`src/rtl/fifo_uart_unpack.sv`:
```
// Pops words from a standard-read FIFO and serializes each one MSB byte first
// into single-byte start pulses for the UART transmitter.
module fifo_uart_unpack #(
  parameter int WORD_W = 128,
  parameter int BYTE_W = 8
) (
  input  logic              s_clk,
  input  logic              s_rst_n,
  input  logic              tx_en,
  input  logic              fifo_empty,
  output logic              fifo_rd_en,
  input  logic [WORD_W-1:0] fifo_rd_data,
  output logic [BYTE_W-1:0] uart_tx_data,
  output logic              uart_tx_vld,
  input  logic              uart_tx_busy,
  output logic              word_done,
  output logic              busy,
  output logic [2:0]        dbg_state
);

  localparam int BYTE_NUM = WORD_W / BYTE_W;
  localparam int CNT_W    = $clog2(BYTE_NUM);
  localparam logic [CNT_W-1:0] LAST_BYTE = CNT_W'(BYTE_NUM - 1);

  typedef enum logic [2:0] {
    IDLE    = 3'd0,
    RD_WAIT = 3'd1,
    LOAD    = 3'd2,
    SEND    = 3'd3,
    GUARD   = 3'd4,
    WAIT    = 3'd5
  } state_t;

  state_t              state, state_d;
  logic [WORD_W-1:0]   shreg, shreg_d;
  logic [CNT_W-1:0]    byte_cnt, byte_cnt_d;
  logic [BYTE_W-1:0]   tx_data_d;
  logic                rd_en_d, tx_vld_d, word_done_d, busy_d;

  // Handshake: uart_tx_vld is a one-cycle start pulse issued only when
  // uart_tx_busy is low; busy is ignored for the GUARD cycle because the
  // transmitter raises it one cycle after the pulse.
  always_comb begin
    state_d     = state;
    shreg_d     = shreg;
    byte_cnt_d  = byte_cnt;
    tx_data_d   = uart_tx_data;
    rd_en_d     = 1'b0;
    tx_vld_d    = 1'b0;
    word_done_d = 1'b0;
    case (state)
      IDLE: begin
        if (tx_en && !fifo_empty) begin
          rd_en_d = 1'b1;
          state_d = RD_WAIT;
        end
      end
      RD_WAIT: state_d = LOAD;
      LOAD: begin
        shreg_d    = fifo_rd_data;
        byte_cnt_d = '0;
        state_d    = SEND;
      end
      SEND: begin
        if (!uart_tx_busy) begin
          tx_data_d = shreg[WORD_W-1 -: BYTE_W];
          tx_vld_d  = 1'b1;
          state_d   = GUARD;
        end
      end
      GUARD: state_d = WAIT;
      WAIT: begin
        if (!uart_tx_busy) begin
          if (byte_cnt == LAST_BYTE) begin
            word_done_d = 1'b1;
            state_d     = IDLE;
          end else begin
            shreg_d    = shreg << BYTE_W;
            byte_cnt_d = byte_cnt + CNT_W'(1);
            state_d    = SEND;
          end
        end
      end
      default: state_d = IDLE;
    endcase
    // Derived from the next state so the registered flag tracks the state register.
    busy_d = (state_d != IDLE);
  end

  always_ff @(posedge s_clk or negedge s_rst_n) begin
    if (!s_rst_n) begin
      state        <= IDLE;
      shreg        <= '0;
      byte_cnt     <= '0;
      uart_tx_data <= '0;
      fifo_rd_en   <= 1'b0;
      uart_tx_vld  <= 1'b0;
      word_done    <= 1'b0;
      busy         <= 1'b0;
    end else begin
      state        <= state_d;
      shreg        <= shreg_d;
      byte_cnt     <= byte_cnt_d;
      uart_tx_data <= tx_data_d;
      fifo_rd_en   <= rd_en_d;
      uart_tx_vld  <= tx_vld_d;
      word_done    <= word_done_d;
      busy         <= busy_d;
    end
  end

  assign dbg_state = state;

endmodule

```
`config.mk`:
```
export PLATFORM = sky130hd
export DESIGN_NAME = fifo_uart_unpack
export DESIGN_NICKNAME = d
export VERILOG_FILES = /design/src/rtl/fifo_uart_unpack.sv
export SDC_FILE = /design/constraint.sdc
export NUM_CORES = 1
export LEC_CHECK = 0
export CAP_MARGIN = 20
export CORE_MARGIN = 4
export CORE_UTILIZATION = 43
export CTS_CLUSTER_DIAMETER = 200
export DETAILED_ROUTE_END_ITERATION = 10
export GPL_ROUTABILITY_DRIVEN = 0
export PLACE_DENSITY_LB_ADDON = 0.25
export SYNTH_ARGS = -nofsm -noshare
export SYNTH_HDL_FRONTEND = slang
export SYNTH_SLANG_ARGS = --single-unit
```
`constraint.sdc`:
```
create_clock -name s_clk -period 3.3 [get_ports s_clk]
set_clock_uncertainty 0.1 [all_clocks]
set_input_delay 0.66 -clock s_clk [delete_from_list [all_inputs] [get_ports s_clk]]
set_output_delay 0.66 -clock s_clk [all_outputs]
set_load 0.02 [all_outputs]
```
==> reports/metrics.csv <==
metric,value,unit
run status,completed,
register-to-register setup slack,960,ps
Cells after DPL,1546,
full die area,29200,sq um
"CP delay by family, top",buffers and inverters,
Multi-input gate area,7050,sq um
startpoint-to-endpoint class of the critical path,reg -> out,
vertical die dimension,171,um
worst skew pair latency,440,ps
Filler Cells Inserted,2347,
Sequential Area,3680,sq um
worst vdd rail ir drop,0.000589,V
aggregate global routing overflow,0,
total DRC errors in the routed layout,0,
top area cells in the synthesized netlist,"dfrtp_1 (32%), o221ai_2 (15%), mux2_2 (12%)",
Worst Setup End Kind,primary output,
maximum fanout count along the critical path,14,
"EDFF count, synth",0,
maximum number of pins on one net before global-route repair,96,
Post-synth top flop,dfrtp_1,
"Clk pin slew, worst setup/hold paths",80,ps
fraction of the cycle the final worst path needs,78.1,%
number of setup buffers added after CTS,0,
number of global-route vias before repair,8984,
logic depth of the worst setup path including buffers,1,
async set or reset register ratio after synthesis,100,%
synthesis-to-layout area growth,17.8,%
horizontal die dimension,171,um
antenna-violating nets left,0,
clock tree buffer depth,2,
share of post-route cells with drive strength above 1,33.0,%
row cnt,59,
Fmax achieved,0.388,GHz
actual slew at the worst max-slew pin,972,ps
post-layout min period,2580,ps
cell count after synthesis,1148,
unrepaired setup endpoints after global routing,false,
critical register-to-register path endpoint,uart_tx_data[4],
"Arr. time, crit path",1820,ps
worst min-delay path category,reg -> reg,
CP bufs+invs,1,
number of levels the H-tree was split into,4,
global-route total usage across every layer,20.1,%
number of cells on the worst reg-to-reg path,3,
TritonCTS clock tree,done,
DR iter-0 viols,678,
final number of hold-violating endpoints,0,
chain of cells forming the critical path,clkdlybuf4s50_1,
slowest CP cell,clkdlybuf4s50_1,
most used cells in the layout excluding fill and tap cells,"nand2_1 (243), dfrtp_1 (147), clkdlybuf4s50_1 (145)",
largest stage delay on the critical path,740,ps
leakage power summed over all cells,4.95,nW
clock root cell,clkbuf_16,
number of maximum-capacitance constraint violations,0,
wire per inst,18.7,um
total power divided by cell area,783,nW/um^2
quantity of I/O buffers inserted on ports,147,
average size of a mapped cell,9.95,sq um
Pins Over Slew Limit,0,
Final nets,1365,
initial antenna violation count,0,
post-synth design cell area,11400,sq um
Critical Path RT,2540,ps
cts bufs inserted,17,
unique cell type count in the Yosys netlist,41,
total core area,26100,sq um
number of warnings issued by yosys,0,
post-route insts no fill,1579,
portion of synthesized cell area occupied by the leading cell type,32.2,%
wire length of the first global-routing pass,47.8,mm
Worst Hold Depth,1,
setup TNS,0,ps
first drt pass iteration count,6,
Via-to-Cell Ratio,5.83,
CP endpoint,dbg_state[2],
detailed-route via count,9213,
Boundary Pins,148,
Starting Density,43.8,%
launching instance or port of the critical path,dbg_state[2],
drt total wl,29.5,mm
total nets after synthesis,1282,
count of endpoints failing setup in the final report,0,
CP Launch Type,register,
Slew headroom,35.1,%
# diodes,0,
share of the yosys chip area belonging to registers,32.2,%
Detail Placement HPWL,18.7,mm
origin of the critical flop-to-flop path,dbg_state[0],
"leading cell type in the layout, fill and taps excluded",nand2_1,
post-synthesis register bit count,147,
Yosys top cell by area,dfrtp_1,
clock sink count,147,
-- sequential cells by signal (all words and copies together) (netlist names) --
signal        count
uart_tx_vld       1
byte_cnt          4
word_done         1
busy              1
dbg_state         3
shreg           128
fifo_rd_en        1
uart_tx_data      8
-- routing by layer --
metal	share of wire, %	wire [um]	global-route usage [%]
met1	46	13500	27.5
met5	0	0	0
met3	3.9	1140	2.91
met4	1.5	429	5.03
met2	49	14500	33.9
-- final cells by class --
cell class / count / share of cell area (%)
sequential: 147 / 27.3
timing repair buffer: 165 / 12.7
inverter: 2 / 0.0558
multi-input combinational: 898 / 52.4
clock buffer: 17 / 3.16
tap: 335 / 3.12
clock inverter: 15 / 1.22
-- cells in the mapped netlist, types with 2 or more instances --
cell / instances
o211ai_1: 4
buf_6: 6
buf_1: 2
nor2b_1: 2
buf_2: 34
buf_12: 10
o221ai_1: 8
mux2_1: 8
nand3_1: 5
a22o_1: 8
nor2_1: 3
mux2_2: 120
a21oi_1: 2
dfrtp_1: 147
nand2_1: 243
o221ai_2: 112
buf_4: 20
mux2i_1: 121
or2_2: 120
o21ai_0: 120
inv_1: 2
nand2b_1: 4
clkbuf_1: 29
-- report_power, final --
| part | switching (mW) | internal (mW) | total (mW) | leakage, nW |
|---|---|---|---|---|
| combinational | 2.78 | 2.53 | 5.31 | 3.13 |
| sequential | 0.774 | 2.48 | 3.25 | 1.54 |
| clock | 0.901 | 1.08 | 1.98 | 0.287 |
| total | 4.46 | 6.08 | 10.5 | 4.95 |
-- kinds of logic after synthesis --
kind of cell             after synthesis  synth area share, %
flip-flops                           147                 32.2
AND/OR/NAND/NOR                      387                 16.2
multiplexers                         249                 23.2
adder cells (fa/ha/maj)                1                0.110
AO/OA/AOI/OAI                        261                 22.0
buffers and inverters                103                 6.24
-- metrics by stage --
step | hold slack, ps | setup WS, ps | cell area, sq um | power, mW | util (%)
after floorplan | 264 | 1380 | 11400 | 7.69 | -
after global placement | 371 | 627 | 12900 | 8.49 | 49.3
after detailed placement | 378 | 587 | 12900 | 8.63 | 49.3
after CTS | 394 | 696 | 13500 | 10.7 | 51.6
after global routing | 410 | 621 | 13500 | 11.3 | 51.6
final | 389 | 722 | 13500 | 10.5 | 51.6
-- worst min-delay path by stage --
stage | startpoint | endpoint | slack [ps]
after global routing | uart_tx_data[2] | uart_tx_data[2] | 410
final | uart_tx_data[2] | uart_tx_data[2] | 390
after CTS | uart_tx_data[4] | uart_tx_data[4] | 390
after global placement | uart_tx_data[7] | uart_tx_data[7] | 370
after detailed placement | uart_tx_data[1] | uart_tx_data[1] | 380
after floorplan | s_rst_n | busy | 260
-- what timing repair did --
| action | 4_1_cts | 5_1_grt |
|---|---|---|
| hold endpoints to repair | 20 | 0 |
| gates resized for setup | 0 | 0 |
| hold buffers | 1 | 0 |
(Power assumes the default switching activity.)
